--- src/rtl/pipe_pkg.sv ---
// Shared state encoding for the pipeline skid-register stage.
package pipe_pkg;

    localparam int ST_W = 2;

    localparam logic [ST_W-1:0] ST_EMPTY = 2'd0;
    localparam logic [ST_W-1:0] ST_ONE   = 2'd1;
    localparam logic [ST_W-1:0] ST_TWO   = 2'd2;

    // Encoding doubles as the occupancy count; 2'b11 is never entered.
    typedef enum logic [ST_W-1:0] {
        S_EMPTY = ST_EMPTY,
        S_ONE   = ST_ONE,
        S_TWO   = ST_TWO,
        S_BAD   = 2'd3
    } state_e;

endpackage

--- src/rtl/pipe_data_reg.sv ---
// WIDTH-wide payload register with load enable; 1-cycle load, no handshake of its own.
// clr restores RESET_VAL immediately; a deasserted ld holds the value, so din is ignored.
module pipe_data_reg #(
    parameter int               WIDTH     = 32,
    parameter logic [WIDTH-1:0] RESET_VAL = {WIDTH{1'b0}}
) (
    input  logic             clk,
    input  logic             clr,
    input  logic             ld,
    input  logic [WIDTH-1:0] din,
    output logic [WIDTH-1:0] dout
);

    logic [WIDTH-1:0] data_d;
    logic [WIDTH-1:0] data_q;

    always_comb begin
        data_d = data_q;
        if (ld) begin
            data_d = din;
        end
    end

    always_ff @(posedge clk or posedge clr) begin
        if (clr) begin
            data_q <= RESET_VAL;
        end else begin
            data_q <= data_d;
        end
    end

    assign dout = data_q;

endmodule

--- src/rtl/pipe_skid_reg.sv ---
// Pipeline stage register with 2-entry skid; in_fire to out_valid is 1 cycle, 1 transfer/cycle.
// in_ready drops only when both entries are full, so out_ready never reaches in_ready combinationally.
module pipe_skid_reg
    import pipe_pkg::*;
#(
    parameter int               WIDTH     = 32,
    parameter logic [WIDTH-1:0] RESET_VAL = {WIDTH{1'b0}}
) (
    input  logic             clk,
    input  logic             clr,
    input  logic             flush,
    input  logic             in_valid,
    output logic             in_ready,
    input  logic [WIDTH-1:0] in_data,
    output logic             out_valid,
    input  logic             out_ready,
    output logic [WIDTH-1:0] out_data,
    output logic [1:0]       occupancy
);

    state_e           state_d;
    state_e           state_q;
    logic             in_fire;
    logic             out_fire;
    logic             main_ld;
    logic             skid_ld;
    logic             main_from_skid;
    logic [WIDTH-1:0] main_din;
    logic [WIDTH-1:0] skid_dout;

    assign in_ready  = (state_q != S_TWO) && !clr;
    assign out_valid = (state_q != S_EMPTY);
    assign occupancy = state_q;
    assign in_fire   = in_valid && in_ready;
    assign out_fire  = out_valid && out_ready;

    always_comb begin
        state_d        = state_q;
        main_ld        = 1'b0;
        skid_ld        = 1'b0;
        main_from_skid = 1'b0;
        case (state_q)
            S_EMPTY: begin
                if (in_fire) begin
                    state_d = S_ONE;
                    main_ld = 1'b1;
                end
            end
            S_ONE: begin
                if (in_fire && out_fire) begin
                    main_ld = 1'b1;
                end else if (in_fire) begin
                    state_d = S_TWO;
                    skid_ld = 1'b1;
                end else if (out_fire) begin
                    state_d = S_EMPTY;
                end
            end
            S_TWO: begin
                if (out_fire) begin
                    state_d        = S_ONE;
                    main_ld        = 1'b1;
                    main_from_skid = 1'b1;
                end
            end
            default: state_d = S_EMPTY;
        endcase
        // Flush empties the stage but leaves both data registers untouched.
        if (flush) begin
            state_d = S_EMPTY;
            main_ld = 1'b0;
            skid_ld = 1'b0;
        end
    end

    always_ff @(posedge clk or posedge clr) begin
        if (clr) begin
            state_q <= S_EMPTY;
        end else begin
            state_q <= state_d;
        end
    end

    assign main_din = main_from_skid ? skid_dout : in_data;

    pipe_data_reg #(
        .WIDTH     (WIDTH),
        .RESET_VAL (RESET_VAL)
    ) u_main (
        .clk  (clk),
        .clr  (clr),
        .ld   (main_ld),
        .din  (main_din),
        .dout (out_data)
    );

    pipe_data_reg #(
        .WIDTH     (WIDTH),
        .RESET_VAL (RESET_VAL)
    ) u_skid (
        .clk  (clk),
        .clr  (clr),
        .ld   (skid_ld),
        .din  (in_data),
        .dout (skid_dout)
    );

endmodule

--- config.mk ---
export PLATFORM = sky130hd
export DESIGN_NAME = pipe_skid_reg
export DESIGN_NICKNAME = d
export VERILOG_FILES = /design/src/rtl/pipe_pkg.sv /design/src/rtl/pipe_data_reg.sv /design/src/rtl/pipe_skid_reg.sv
export SDC_FILE = /design/constraint.sdc
export NUM_CORES = 1
export LEC_CHECK = 0
export CORE_MARGIN = 2
export CORE_UTILIZATION = 43
export DETAILED_ROUTE_END_ITERATION = 6
export PLACE_DENSITY = 0.75
export REMOVE_ABC_BUFFERS = 1
export SLEW_MARGIN = 20
export SYNTH_ARGS = -nofsm -noshare
export SYNTH_HDL_FRONTEND = slang
export SYNTH_SLANG_ARGS = --single-unit
--- constraint.sdc ---
create_clock -name clk -period 2.2 [get_ports clk]
set_input_delay 0.44 -clock clk [delete_from_list [all_inputs] [get_ports clk]]
set_output_delay 0.44 -clock clk [all_outputs]
set_load 0.1 [all_outputs]
# ---- After elaboration in Yosys (flattened, before gate mapping)
# Index checks and enable logic that the tools add are counted.
dict set report word_totals {
  regBits 66
  inputBits 37
  wordCells 35
}
dict set report classes {
  eq_ne 7
  n_mux 17
  reduce_logical 8
}
# op n
set ops {}
lappend ops {{$mux 32} 1}
lappend ops {{$mux 2} 6}
lappend ops {{$ne 3x3->1 const B} 3}
lappend ops {{$mux 1} 8}
lappend ops {{$pmux 2 s3} 1}
lappend ops {{$logic_and 1x1->1} 4}
lappend ops {{$ne 4x4->1 const B} 1}
lappend ops {{$reduce_and 4->1} 1}
lappend ops {{$pmux 1 s3} 1}
lappend ops {{$eq 2x1->1 const B} 1}
lappend ops {{$eq 2x2->1 const B} 1}
lappend ops {{$logic_not 2->1} 1}
lappend ops {{$ne 2x2->1 const B} 1}
lappend ops {{$reduce_bool 2->1} 1}
lappend ops {{$logic_not 1->1} 1}

# ---- Longest topological paths before layout
dict set report depth {
  word_depth 7
  ltp_mapped 6
  mapped_depth_nobuf 4
}

# ---- Cells and area by module
# From an unflattened synthesis, not the netlist that was laid out.
dict set report unflattened {
  cells_unflattened 194
  area_unflattened_um2 3363.2
}
# module n_inst cells_each area_per_inst_um2 seq_area_each_um2
set by_module_without_submodules {}
lappend by_module_without_submodules {pipe_data_reg 2 69 1348.8 800.8}
lappend by_module_without_submodules {pipe_skid_reg 1 56 665.6 50.0}

# ---- Worst setup path before layout
# OpenSTA, ideal clock, no wires.
dict set report synth_path {
  kind {register to output}
  startpoint {register state_q[0] (netlist: occupancy[0])}
  endpoint {output in_ready}
  arrival_ns 2.434
  setup_slack_ns -0.674
  path_stages_with_launch 3
  n_path_buf 0
  cell_sequence {dfrtp_1 > nor2b_1 > nor2_1}
}
dict set report synth_via {
  elab_chain_len 2
}
# item line_no
set synth_rtl {}
lappend synth_rtl {{start: declaration} pipe_skid_reg.sv:22} ;# state_e state_q;
lappend synth_rtl {{start signal: assignment} pipe_skid_reg.sv:80} ;# state_q <= state_d;
lappend synth_rtl {{$ne 2x2->1} pipe_skid_reg.sv:31} ;# assign in_ready = (state_q != S_TWO) && !clr;
lappend synth_rtl {{$logic_and 1x1->1} pipe_skid_reg.sv:31}
lappend synth_rtl {{end: declaration} pipe_skid_reg.sv:13} ;# output logic in_ready,
# No other way between the ends.

# ---- Worst setup path in the final report
dict set report layout_path {
  startpoint {input in_valid}
  endpoint {register u_main.data_q[15] (netlist: u_main.dout[15])}
}
dict set report layout_via {
  elab_chain_len 5
}
# item line_no
set layout_rtl {}
lappend layout_rtl {{start: declaration} pipe_skid_reg.sv:12} ;# input logic in_valid,
lappend layout_rtl {{$logic_and 1x1->1 (*)} pipe_skid_reg.sv:34} ;# assign in_fire = in_valid && in_ready;
lappend layout_rtl {{$logic_and 1x1->1} pipe_skid_reg.sv:50} ;# if (in_fire && out_fire) begin
lappend layout_rtl {{$mux 1} pipe_skid_reg.sv:50}
lappend layout_rtl {{$pmux 1 s3 (*)} pipe_skid_reg.sv:42} ;# case (state_q)
lappend layout_rtl {{$mux 1 (*)} pipe_skid_reg.sv:69} ;# if (flush) begin
lappend layout_rtl {{end signal: assignment} pipe_data_reg.sv:28} ;# data_q <= data_d;
lappend layout_rtl {{end: declaration} pipe_data_reg.sv:15} ;# logic [WIDTH-1:0] data_q;
# Every way passes the cells marked *; elsewhere a longest branch is shown, timed or not.
# A chain may end at the register's enable or synchronous reset.

==> out/results.env <==
STATUS='finished, final reports clean'
SYNTH_SEQ_CELLS=66
FIN_AREA_MM2=0.00377
CRITICAL_PATH.MAX_STAGE_DELAY_NS=0.50
FINALMAXSLEWVIOLATIONS=0
FINAL.FILL_COUNT=536
SYNTH_WARNINGS=0
POST-SYNTH-TOP-AREA-FRACTION_PCT=59.4
CLOCKBUFFERDEPTH=2
GROUTE.USAGE.OVERALL_PCT=17.3
ROUTABILITYCONGESTION=0.771
CRITICAL_PATH_CLASS='in -> reg'
PLACE_INST=403
SYNTH_SEQUENTIAL_AREA_RATIO_PCT=59.4
STD_CELL_CORE_AREA_MM2=0.00631
CLK_PIN_SLEW_WORST_PATHS_NS=0.07
ANT_NETS=0
DIE_WD_UM=84.4
FIN_CRIT_SH_PCT=87.2
SYNTHCELLS=261
SYNTH-MAIN-FF-CELL='sky130_fd_sc_hd__dfrtp_1'
CTS_HOLD_BUF=0
AVGSYNTHCELLAREA_UM2=10.7
POWER.LEAKAGE_nW=1.73
NUM_VIAS=2102
SETUP.WORST_PATH.START_CLASS='primary input'
FLOORPLAN.INITIALDENSITY_PCT=44.1
TIMING.CRITICAL_PATH.BUF_INV=2
WORST_PIN_SLEW_NS=0.382
CTS.REPAIR.RESIZED=0
SETUP_VIOLATIONS=0
DRIVE_GT1_SHARE_PCT=28.1
ACHIEVABLE-FREQUENCY_MHz=521
DESIGN.FINAL.NETS=374
CTS.SINK_COUNT=66
AREA_ADDED_BETWEEN_SYNTHESIS_AND_FINISH_PCT=35.6
HOLD_VIOL_FINAL=0
RSZ_0062_RAISED_AFTER_GLOBAL_ROUTING='false'
SYNTH_EDF_COUNT=0
CTS_TREE='done'
DRT_FIRST_ITER_VIOLATIONS=165
CLOCK-SKEW-FINAL_NS=0.00644
CLOCKROOTBUFFER='sky130_fd_sc_hd__clkbuf_8'
IO_PINS=73
POSTSYNTH.ASYNCRESETSHARE_PCT=100
DRC=0
SYNTH.LIB_CELLS_USED.DISTINCT=22
VIA_COUNT_OF_THE_FIRST_GLOBAL_ROUTING_PASS=2039
PORT-BUFFER-COUNT=72
POWER.IR.VDD_WORST_mV=0.647
DIEAREA_MM2=0.00713
CELLPOWERDENSITY_mW_PER_MM2=1140
YOSYS-TOP-CELLS-AREA='sky130_fd_sc_hd__dfrtp_1 (59%), sky130_fd_sc_hd__mux2_2 (13%), sky130_fd_sc_hd__nand2_1 (8.6%)'
DRT-TOTAL-WL_UM=5860
TIMING.HOLD.WORST.CLASS='reg -> reg'
DIE-HEIGHT_UM=84.4
RELSLEWSLACK_PCT=74.5
WORSTSETUPENDPOINTTYPE='flop'
POST_LAYOUT_NONFILLER_INSTANCES=419
POST_DRT_VIA_CELL_RATIO=5.02
HOLDPATHSTAGES=1
POST-SYNTH-TOP-COUNT-CELL='sky130_fd_sc_hd__dfrtp_1'
PLACEMENTROWS=29
WORST_PATH_CELL_WITH_THE_LONGEST_STAGE_DELAY='sky130_fd_sc_hd__clkdlybuf4s50_1'
MIN_CLOCK_PERIOD_POST_ROUTE_NS=1.92
CRIT_PATH_CELL_TRACE='clkdlybuf4s50_1 -> or4b_1 -> a31oi_4 -> buf_12 -> nor2_1 -> a31oi_1'
DRV_CAP=0
SYNTHDOMINANTAREACELLTYPE='sky130_fd_sc_hd__dfrtp_1'
GLOBALROUTE.TOTALOVERFLOW=0
POSTPLACECELLAREA_MM2=0.00355
REG2REG_DEPTH=5
CLK_LATENCY_NS=0.33
H_TREE_LEVEL_COUNT=3
DRT_PRE_ANTENNA_ITERS=4
CTS_INSERTED_BUFFERS=9
WORSTPATHMAXFANOUT=42
NETLIST_AREA_MM2=0.00278
CRITPATHREQUIREDTIME_NS=2.44
CP_DATA_ARRIVAL_TIME_NS=2.16
GRT_ANTENNA_BEFORE_REPAIR=0
SYNTH.CELLS.MOST_FREQUENT='sky130_fd_sc_hd__dfrtp_1 (66), sky130_fd_sc_hd__nand2_1 (64), sky130_fd_sc_hd__nor2_1 (36)'
AGGREGATE_NEGATIVE_SETUP_SLACK_NS=0
ANTENNA-DIODE-COUNT=0
GRT_MAX_DEGREE=67
HOLD_WS_NS=0.508
TIMING.CRITICAL_PATH.DEPTH=6
GRT_FIRST_PASS_WIRELENGTH_UM=9790
HALF_PERIMETER_WIRE_LENGTH_AFTER_DETAILED_PLACEMENT_UM=3830
CRITPATHTOPFAMILY='buffers and inverters'
DRT-WIRELENGTH-PER-CELL_UM=14.0
POST_CTS_BUFFERS=0
[kinds of logic (layout without fill, tap and decap cells)]
family                 Yosys count  count (layout)  synth area share (%)
AOI/OAI and AO/OA               36              36                  8.63
buffers and inverters           17              98                  2.97
muxes                           32              32                  12.9
DFF                             66              66                  59.4
and+or+nand+nor                110             110                  16.1
[metrics by stage]
| stage | utilization, % | setup WS, ns | power (mW) |
|---|---|---|---|
| after floorplan | - | -1.06 | 2.80 |
| after global placement | 56.3 | 0.0138 | 3.17 |
| after detailed placement | 56.3 | -0.0513 | 3.20 |
| after CTS | 59.8 | 0.288 | 4.33 |
| after global routing | 59.8 | 0.201 | 4.47 |
| final | 59.8 | 0.281 | 4.29 |
[state kept, by name, summed over array words and instances (netlist names)]
| name | count |
|---|---|
| u_skid.dout | 32 |
| u_main.dout | 32 |
| occupancy | 2 |
[cell type report]
class                   count  area (µm²)  share of cell area (%)
flip-flops and latches     66        1650                    43.8
multi-input cells         178        1050                    27.9
repair buffers             81         748                    19.8
clock buffers              11         141                    3.75
well taps                  77        96.3                    2.55
clock inverters             5        77.6                    2.06
inverters                   1        3.75                  0.0995
[worst register-to-register path, stage by stage, from the launching register on]
cell and delay [ns]:
sky130_fd_sc_hd__dfrtp_1 0.45, sky130_fd_sc_hd__or4b_1 0.57, sky130_fd_sc_hd__a31oi_4 0.26, sky130_fd_sc_hd__buf_12 0.23, sky130_fd_sc_hd__nor2_1 0.08, sky130_fd_sc_hd__a31oi_1 0.17
[power by group]
group | switching, mW | leakage [nW] | internal, mW | total, mW
Clock | 0.458 | 0.109 | 0.666 | 1.12
Combinational | 1.19 | 0.824 | 0.400 | 1.59
Sequential | 0.130 | 0.798 | 1.45 | 1.58
[path summary, 6_finish.rpt]
path                                                  from                     endpoint  slack, ns
worst max-delay path                              in_valid  u_main.dout[15]$_DFFE_PP0P_       0.28
worst min-delay path            u_skid.dout[8]$_DFFE_PP0P_   u_skid.dout[8]$_DFFE_PP0P_       0.51
worst max register to register    occupancy[1]$_DFFE_PP0P_  u_main.dout[15]$_DFFE_PP0P_       0.36
worst min register to register  u_skid.dout[8]$_DFFE_PP0P_   u_skid.dout[8]$_DFFE_PP0P_       0.51
max in group asynchronous                              clr     occupancy[1]$_DFFE_PP0P_       1.27
min in group asynchronous                              clr  u_skid.dout[24]$_DFFE_PP0P_       0.65
[per-layer routing]
layer	vias up	GRT usage [%]	routed length, µm	share of wire (%)
met4	0	6.06	62	1.1
met1	1012	22.5	2610	44
met5	-	0	0	0
met2	48	27.6	2880	49
li1	1034	-	-	-
met3	8	5.31	307	5.2
[placed cells by master (no fill, tap or decap), drive strengths merged]
cell type,Yosys,final
a21oi,1,1
a31oi,34,34
and2,1,1
and3b,1,1
buf,9,45
bufinv,0,2
clkbuf,7,11
clkdlybuf4s50,0,36
clkinv,0,2
clkinvlp,0,1
dfrtp,66,66
inv,1,1
mux2,32,32
nand2,64,64
nand2b,1,1
nand3,1,1
nand3b,1,1
nand4bb,1,1
nor2,36,36
nor2b,1,1
nor3,1,1
o21bai,1,1
or2,1,1
or4b,1,1
No activity file was read; power rests on OpenSTA's default activity.
